==> config.mk <==
export PLATFORM = sky130hd
export DESIGN_NAME = strobe_pulse_generator_flat
export DESIGN_NICKNAME = d
export VERILOG_FILES = /design/src/rtl/strobe_pulse_generator_if.sv /design/src/rtl/strobe_pulse_generator.sv /design/src/flat_wrapper.sv
export SDC_FILE = /design/constraint.sdc
export NUM_CORES = 1
export LEC_CHECK = 0
export BUFFER_PORTS_ARGS = -buffer_cell sky130_fd_sc_hd__buf_2
export CORE_ASPECT_RATIO = 0.6
export CORE_MARGIN = 2
export CORE_UTILIZATION = 35
export CTS_BUF_LIST = sky130_fd_sc_hd__clkbuf_16
export CTS_CLUSTER_SIZE = 25
export DETAILED_ROUTE_END_ITERATION = 8
export GPL_ROUTABILITY_DRIVEN = 1
export PLACE_DENSITY = 0.65
export SETUP_SLACK_MARGIN = 0.5
export SLEW_MARGIN = 10
export SYNTH_ARGS = -nofsm -noshare
export SYNTH_HDL_FRONTEND = slang
export SYNTH_SLANG_ARGS = --single-unit
==> constraint.sdc <==
create_clock -name clk -period 2.7 [get_ports clk]
set_clock_uncertainty 0.1 [all_clocks]
set_input_delay 0.405 -clock clk [delete_from_list [all_inputs] [get_ports clk]]
set_output_delay 0.405 -clock clk [all_outputs]
set_load 0.02 [all_outputs]
==> src/rtl/strobe_pulse_generator_if.sv <==
// Signal bundle between the trigger decoder (master) and the strobe pulse generator (slave).
// Carries trigger/programming inputs and the pulse/status outputs.
interface strobe_pulse_generator_if #(
  parameter int DELAY_W    = 3,
  parameter int DURATION_W = 16,
  parameter int CNT_W      = 8
);
  logic                  enable;
  logic                  trigger_in;
  logic [DELAY_W-1:0]    delay;
  logic [DURATION_W-1:0] duration;
  logic                  pulse_out;
  logic                  busy;
  logic                  trigger_dropped;
  logic [CNT_W-1:0]      dropped_count;

  modport master (
    output enable, trigger_in, delay, duration,
    input  pulse_out, busy, trigger_dropped, dropped_count
  );

  modport slave (
    input  enable, trigger_in, delay, duration,
    output pulse_out, busy, trigger_dropped, dropped_count
  );
endinterface

==> src/rtl/strobe_pulse_generator.sv <==
// Single-pulse engine: each accepted rising edge of trigger_in yields one pulse after a
// programmable delay, lasting a programmable number of cycles; edges seen while busy are counted.
module strobe_pulse_generator #(
  parameter int DELAY_W    = 3,
  parameter int DURATION_W = 16,
  parameter int CNT_W      = 8
) (
  input logic                    clk,
  input logic                    rst,
  strobe_pulse_generator_if.slave bus
);

  typedef enum logic [1:0] {
    IDLE   = 2'd0,
    DELAY  = 2'd1,
    ACTIVE = 2'd2
  } state_t;

  state_t                state;
  logic                  trig_q;
  logic [DELAY_W-1:0]    delay_cnt;
  logic [DURATION_W-1:0] width_cnt;
  logic                  pulse_q;
  logic                  busy_q;
  logic                  drop_q;
  logic [CNT_W-1:0]      drop_cnt_q;
  logic                  rise;

  assign rise = bus.trigger_in & ~trig_q;

  // NOTE: every register here uses <= so all updates see the pre-edge values of their peers.
  always_ff @(posedge clk) begin
    if (rst) begin
      state      <= IDLE;
      trig_q     <= 1'b1;  // a trigger held high across reset must not look like a fresh edge
      delay_cnt  <= '0;
      width_cnt  <= '0;
      pulse_q    <= 1'b0;
      busy_q     <= 1'b0;
      drop_q     <= 1'b0;
      drop_cnt_q <= '0;
    end else begin
      trig_q <= bus.trigger_in;
      drop_q <= 1'b0;

      case (state)
        IDLE: begin
          if (rise && bus.enable && (bus.duration != '0)) begin
            // width_cnt doubles as the latched duration while the delay runs out
            width_cnt <= bus.duration - DURATION_W'(1);
            busy_q    <= 1'b1;
            if (bus.delay <= DELAY_W'(1)) begin
              state   <= ACTIVE;
              pulse_q <= 1'b1;
            end else begin
              state     <= DELAY;
              delay_cnt <= bus.delay - DELAY_W'(2);
            end
          end
        end

        DELAY: begin
          if (delay_cnt == '0) begin
            state   <= ACTIVE;
            pulse_q <= 1'b1;
          end else begin
            delay_cnt <= delay_cnt - DELAY_W'(1);
          end
        end

        ACTIVE: begin
          if (width_cnt == '0) begin
            state   <= IDLE;
            pulse_q <= 1'b0;
            busy_q  <= 1'b0;
          end else begin
            width_cnt <= width_cnt - DURATION_W'(1);
          end
        end

        default: begin
          state   <= IDLE;
          pulse_q <= 1'b0;
          busy_q  <= 1'b0;
        end
      endcase

      if (rise && bus.enable && (state != IDLE)) begin
        drop_q <= 1'b1;
        if (drop_cnt_q != '1)
          drop_cnt_q <= drop_cnt_q + CNT_W'(1);
      end
    end
  end

  assign bus.pulse_out       = pulse_q;
  assign bus.busy            = busy_q;
  assign bus.trigger_dropped = drop_q;
  assign bus.dropped_count   = drop_cnt_q;

endmodule

==> src/flat_wrapper.sv <==
// flat-port wrapper written by rule: the top's interface ports become plain ports
module strobe_pulse_generator_flat 
#(
  parameter int DELAY_W    = 3,
  parameter int DURATION_W = 16,
  parameter int CNT_W      = 8
)
  (clk, rst, bus_enable, bus_trigger_in, bus_delay, bus_duration, bus_pulse_out, bus_busy, bus_trigger_dropped, bus_dropped_count);
  strobe_pulse_generator_if #(.DELAY_W(DELAY_W), .DURATION_W(DURATION_W), .CNT_W(CNT_W)) bus_i ();
  input logic clk;
  input logic rst;
  input wire logic [$bits(bus_i.enable)-1:0] bus_enable;
  input wire logic [$bits(bus_i.trigger_in)-1:0] bus_trigger_in;
  input wire logic [$bits(bus_i.delay)-1:0] bus_delay;
  input wire logic [$bits(bus_i.duration)-1:0] bus_duration;
  output wire logic [$bits(bus_i.pulse_out)-1:0] bus_pulse_out;
  output wire logic [$bits(bus_i.busy)-1:0] bus_busy;
  output wire logic [$bits(bus_i.trigger_dropped)-1:0] bus_trigger_dropped;
  output wire logic [$bits(bus_i.dropped_count)-1:0] bus_dropped_count;
  assign bus_i.enable = bus_enable;
  assign bus_i.trigger_in = bus_trigger_in;
  assign bus_i.delay = bus_delay;
  assign bus_i.duration = bus_duration;
  assign bus_pulse_out = bus_i.pulse_out;
  assign bus_busy = bus_i.busy;
  assign bus_trigger_dropped = bus_i.trigger_dropped;
  assign bus_dropped_count = bus_i.dropped_count;
  strobe_pulse_generator #(.DELAY_W(DELAY_W), .DURATION_W(DURATION_W), .CNT_W(CNT_W)) u_core (.clk(clk), .rst(rst), .bus(bus_i));
endmodule
# Word-level counts from Yosys, hierarchy flattened
# Cells that the tools add are included.
word_totals:
  reg_bits: 33
  input_bits: 23
  out_inout_bits: 11
  wordCells: 63
op_classes:
  addsub: 5
  magnitude_cmp: 1
  n_eq_ne: 10
  n_mux: 20
  bitwise_logic: 3
  n_reduce_logical: 16
ops:
  columns: ["op", "count"]
  rows:
  - ["2-to-1 mux 16 bit", 2]
  - ["case mux 16 bit (2 select lines)", 1]
  - ["subtractor 16 x 1 -> 16 bit (second input constant)", 2]
  - ["logical NOT 16 bit", 1]
  - ["nonzero test 16 bit", 1]
  - ["2-to-1 mux 3 bit", 3]
  - ["AND reduction 3 bit", 3]
  - ["adder 8 x 1 -> 8 bit (second input constant)", 1]
  - ["2-to-1 mux 2 bit", 4]
  - ["!= test 2 x 1 -> 1 bit (second input constant)", 4]
  - ["!= test 8 bit (second input constant)", 1]
  - ["AND reduction 4 bit", 2]
  - ["2-to-1 mux 1 bit", 6]
  - ["!= test 2 bit (second input constant)", 3]
  - ["case mux 1 bit (3 select lines)", 2]
  - ["case mux 2 bit (3 select lines)", 1]
  - ["case mux 3 bit (2 select lines)", 1]
  - ["nonzero test 2 bit", 3]
  - ["<= comparator 3 x 1 -> 1 bit (second input constant)", 1]
  - ["logical AND 1 bit", 3]
  - ["logical NOT 3 bit", 1]
  - ["subtractor 3 x 1 -> 3 bit (second input constant)", 1]
  - ["subtractor 3 x 2 -> 3 bit (second input constant)", 1]
  - ["== test 2 x 1 -> 1 bit (second input constant)", 1]
  - ["5 further kinds", 6]

# Depth between registers and ports, before layout
logic_depth:
  depth_word: 6
  ltp_mapped: 13
  mapped_depth_nobuf: 10

# Worst setup path after synthesis
# No wires, ideal clock.
synth_timing:
  kind: "reg2reg"
  startpoint: "register u_core.state[0]"
  endpoint: "register u_core.width_cnt[12]"
  setup_time_ps: 116
  arrival_ps: 2764
  t_required_ps: 2484
  path_slack_ps: -279
  stages_incl_launch_ff: 14
  path_buffers: 4
  period_less_slack_ps: 2979
  path_cell_list: "dfxtp_1 nand2b_1 buf_6 clkbuf_1 clkbuf_1 mux2i_1 ha_1 clkbuf_1 nor2b_1 a32oi_1 nor4_1 xnor2_1 nand2_1 a31o_1"
synth_via:
  elab_chain_len: 3
  word_cells_on_any_way: 7
  classes_between: "eq/ne (3); mux (1); reduce/logical (3)"
synth_rtl:
  columns: ["element", "line_no", "source"]
  rows:
  - ["start: declaration", "strobe_pulse_generator.sv:19", "state_t state;"]
  - ["start signal: assignment", "strobe_pulse_generator.sv:34", "state <= IDLE;"]
  - ["start signal: assignment", "strobe_pulse_generator.sv:53", "state <= ACTIVE;"]
  - ["start signal: assignment", "strobe_pulse_generator.sv:56", "state <= DELAY;"]
  - ["== test 2 bit or logical NOT 2 bit (tied branches)", "strobe_pulse_generator.sv:46", "case (state)"]
  - ["!= test 2 bit (no source line), or another cell as far along", null, null]
  - ["AND reduction 3 bit (no source line)", null, null]
  - ["end signal: assignment", "strobe_pulse_generator.sv:50", "width_cnt <= bus.duration - DURATION_W'(1);"]
  - ["end signal: assignment", "strobe_pulse_generator.sv:77", "width_cnt <= width_cnt - DURATION_W'(1);"]
  - ["end: declaration", "strobe_pulse_generator.sv:22", "logic [DURATION_W-1:0] width_cnt;"]
# Several ways; a longest one is shown, not always the timed one.
# A chain may end at the register's enable or synchronous reset.

# Worst setup path in the final report
layout_timing:
  startpoint: "register u_core.state[0]"
  endpoint: "register u_core.width_cnt[14]"
# Same word-level chain as after synthesis.

==> impl.org <==
** Outcome
- The flow ran to the end, and the final reports show no timing, DRC or antenna violations.

** Synthesis
- The Yosys step of the flow raised 0 warnings.
- Of the total synthesized cell area, the portion taken by AND, OR, NAND and NOR gates is about 30%.
- Sequential cells were found to cover between 20% and 30% of the synthesized design area.
- In this run the mean area of a mapped cell was ~7.7 um^2.
- Synthesis produced about 300 cells.
- Yosys mapped the design onto between 60 and 70 distinct sky130hd cell types.
- Syn nets :: 324
- Summing the areas of all compound-gate instances in the mapped netlist gives 26.7% of the synthesized area.
- In this run the cell area of the synthesized design comes to approximately 2300 um^2.
- The synthesized design contains 33 register bits.
- Xor and xnor area share after synthesis :: under 10%
- For this run, the leading register cell type out of synthesis is sky130_fd_sc_hd__dfxtp_1.
- Counting flops with an async set or reset pin after synthesis yields a share of 0%.
- Portion of netlist area occupied by mux cells :: ~4.3%
- Yosys mapped a number of flops with a built-in enable equal to 0.
- Largest family of logic cells by synthesized area :: simple AND/OR/NAND/NOR gates
- Of the total synthesized cell area, the portion taken by full adders, half adders and majority gates is under 10%.

** Routing
- The final route contains between 2k and 2.5k vias.
- The first detailed-routing pass took 4 iterations.
- Antenna-violating nets left :: 0
- DRT Wirelength :: 7.29 mm
- Mean number of vias per cell :: around 5.7
- Dividing the detail-routed wire length by the instance count gives between 15 and 20 um.
- For this run, design rule violations remaining after detail routing come to 0.
- First-iteration detailed-routing DRC count :: 140

** Pwr
- Power spread over the standard cell area amounts to around 420 nW/um^2.
- Worst ir drop on vdd :: about 220 uV
- The analysis attributes to cell leakage a power of between 0.001 and 0.0015 uW.

** Global routing
- The number of global-route vias before repair came to 2165.
- Total grt overflow :: 0
- Across every metal layer, demand over resource in global routing totals between 20% and 30%.
- Maximum number of pins on one net before global-route repair :: 36
- The first global-routing pass estimated roughly 11 mm of wire.
- Number of antenna violations at the first check in global routing :: 0

** Final layout
- Net count reported at finish :: about 380
- Fill cells :: ~600
- Layout Cells excl Fill :: about 440
- Commonest non-fill, non-tap cell in the layout :: sky130_fd_sc_hd__buf_2
- Commonest cells after routing, fill and taps aside :: sky130_fd_sc_hd__buf_2, sky130_fd_sc_hd__nor2_1, sky130_fd_sc_hd__nand2_1
- Relative to the synthesized area, the layout overhead comes to 36.4%.
- Ratio of cells with drive above 1 in the final layout :: a little under a third
- Inserted Diodes :: 0

** Floorplan
- Pin placement for this block handled 34 I/O pins.
- The region available for standard cell placement spans 6190 um^2.
- Initial core utilization :: around 37%
- Die Width :: ~110 um
- The die covers 7200 um^2.
- Rows :: 22
- Measured along the y axis, the die boundary spans about 67 um.

** Flow run
- Maxcap violations :: 0

** Timing
- RSZ-0062 raised after global routing :: yes
- Transition time at the pin with the least slew margin :: between 0.7 and 0.8 ns
- Achievable Freq :: ~0.45 GHz
- Count of final max-slew check failures :: 0
- Post-route setup TNS :: 0 ns
- The routed design could run at a clock period as short as around 2.2 ns.
- Share of the clock period used by the worst path :: between 80% and 90%
- Relative slew margins :: a little over half
- Count of final hold-check violations :: 0
- Setup violations remaining at the end of the flow were counted as 0.

** Clock tree
- Clock buffers created by TritonCTS :: 5
- For this design, the CTS-stage hold fixing added 0 buffers.
- Number of clock sinks :: 33
- CTS tree :: yes
- Clock-pin slew was measured on the worst setup and hold paths at roughly 0.060 ns.
- The later pin in the worst-skew pair is clocked with a latency of approximately 0.28 ns.
- Number of H-tree levels :: 2
- Number of buffers on the longest clock path :: 2
- In this run the clock root is driven by a sky130_fd_sc_hd__clkbuf_16.

** Placement
- Routability-driven placement finished with a final weighted congestion of roughly 0.92.
- After legalization and detailed placement, the total HPWL measured between 4 and 5 mm.
- In this run the tool buffered the top-level ports with 33 buffer cells.
- Once placement completed, the tool counted placed cells totaling about 410.

** Setup path
- Largest fanout of any net on the critical path :: 5
- Number of cells on the worst reg-to-reg path :: 11
- Critical path class :: flip-flop to flip-flop
- Critical Path Start Type :: flip-flop
- For the worst setup path, the data arrival time is 2.27 ns.
- The worst setup path is captured at a flip-flop.
- Critical path required time :: between 2 and 3 ns

** Min path
- Worst hold path depth :: 2
- Hold WC Path Type :: primary input to flip-flop
-- critical path, cell delays in order, from the launching register on --
cell and delay (ns):
sky130_fd_sc_hd__dfxtp_2 0.32, sky130_fd_sc_hd__nand2b_4 0.15, sky130_fd_sc_hd__mux2_4 0.32, sky130_fd_sc_hd__inv_4 0.07
sky130_fd_sc_hd__ha_4 0.15, sky130_fd_sc_hd__nor2b_4 0.16, sky130_fd_sc_hd__a32oi_4 0.08, sky130_fd_sc_hd__buf_12 0.17
sky130_fd_sc_hd__nor4_4 0.19, sky130_fd_sc_hd__o22ai_1 0.12, sky130_fd_sc_hd__a32oi_1 0.17, sky130_fd_sc_hd__a21oi_1 0.08
-- power by group --
part	switching, uW	internal (uW)	leakage (uW)	total [uW]
sequential	13.0	497	0.000270	510
clock	223	335	0.0000748	558
combinational	129	97.8	0.000850	227
-- metal layers --
metal  vias to the layer above  global-route usage (%)  routed length, um
met5                         -                       0                  0
met4                         0                    3.21                 27
met3                         5                    4.99                634
met2                        89                    28.4               3030
met1                      1167                    31.5               3600
li1                       1221                       -                  -
-- state kept, by name (all words and copies together), names as in the netlist --
| name | cells |
|---|---|
| u_core.bus.busy | 1 |
| u_core.bus.dropped_count | 8 |
| u_core.bus.pulse_out | 1 |
| u_core.bus.trigger_dropped | 1 |
| u_core.delay_cnt | 3 |
| u_core.state | 2 |
| u_core.trig_q | 1 |
| u_core.width_cnt | 16 |
-- final cells by class --
type                            count  area [um^2]  share of cell area (%)
Sequential cell                    33          669                    21.5
Tap cell                           84          105                    3.38
Timing Repair Buffer               66          464                    14.9
Clock inverter                      3         13.8                   0.442
Multi-Input combinational cell    239         1700                    54.7
Clock buffer                        5          125                    4.02
Inverter                            8         32.5                    1.05
-- stage by stage --
| step | power, uW | worst slack [ns] | utilization [%] | cell area (um^2) | hold slack, ns |
|---|---|---|---|---|---|
| 4_1_cts | 1280 | 0.488 | 48.0 | 2970 | 0.226 |
| 5_1_grt | 1340 | 0.372 | 50.2 | 3110 | 0.232 |
| 3_3_place_gp | 695 | 0.262 | 42.8 | 2650 | 0.364 |
| 3_5_place_dp | 698 | 0.172 | 42.8 | 2650 | 0.365 |
| 2_1_floorplan | 636 | 0.201 | - | 2370 | 0.360 |
| 6_report | 1300 | 0.465 | 50.2 | 3110 | 0.225 |
-- cells by family (layout without fill, tap and decap cells) --
logic type                 after synthesis  count (layout)
DFF                                     33              33
buffers and inverters                   24              82
muxes                                    9               9
and+or+nand+nor                        128             128
xor gates and xnor gates                 8               8
AOI/OAI and AO/OA                       89              89
adders and majority gates                5               5
-- synth_stat cells (all sizes together) (2+ instances only) --
library cell | n | area share (%)
nand2 | 30 | 4.9
xor2 | 4 | 1.5
nand2b | 4 | 1.1
o2111ai | 2 | 0.77
a211oi | 4 | 1.3
a21boi | 2 | 0.66
a21oi | 24 | 5.3
a32oi | 3 | 1.2
a31o | 3 | 1.2
or3 | 4 | 1.1
nor2b | 6 | 1.6
buf | 7 | 1.9
dfxtp | 33 | 29
o21ai | 22 | 4.8
clkbuf | 9 | 1.5
a31oi | 5 | 1.4
nor3 | 14 | 3.1
nand4 | 5 | 1.4
ha | 5 | 2.7
a311oi | 2 | 1.0
nor2 | 33 | 5.5
and2 | 2 | 0.55
o22ai | 3 | 0.82
nor4b | 2 | 0.77
xnor2 | 4 | 1.5
nand3 | 7 | 1.5
a21o | 2 | 0.66
nor4 | 10 | 4.2
mux2i | 8 | 3.7
o31ai | 3 | 1.2
o41ai | 2 | 1.6
and3 | 3 | 0.82
inv | 8 | 1.3
nor3b | 2 | 0.66
-- final timing paths --
check | startpoint | to | slack (ns)
max | u_core.state[0]$_SDFFE_PP0P_ | u_core.width_cnt[14]$_SDFFE_PP0P_ | 0.46
min reg2reg | u_core.bus.pulse_out$_SDFFE_PP0P_ | u_core.bus.pulse_out$_SDFFE_PP0P_ | 0.39
min | bus_trigger_in | u_core.trig_q$_SDFF_PP1_ | 0.22
max reg2reg | u_core.state[0]$_SDFFE_PP0P_ | u_core.width_cnt[14]$_SDFFE_PP0P_ | 0.46
-- repair_timing --
item                                    CTS  global route
buffers inserted                         11             6
endpoints found under the setup margin   15            15
pin swaps                                11            12
gates resized for setup                  15            20
Note: power is estimated with default switching activity, not from simulation.
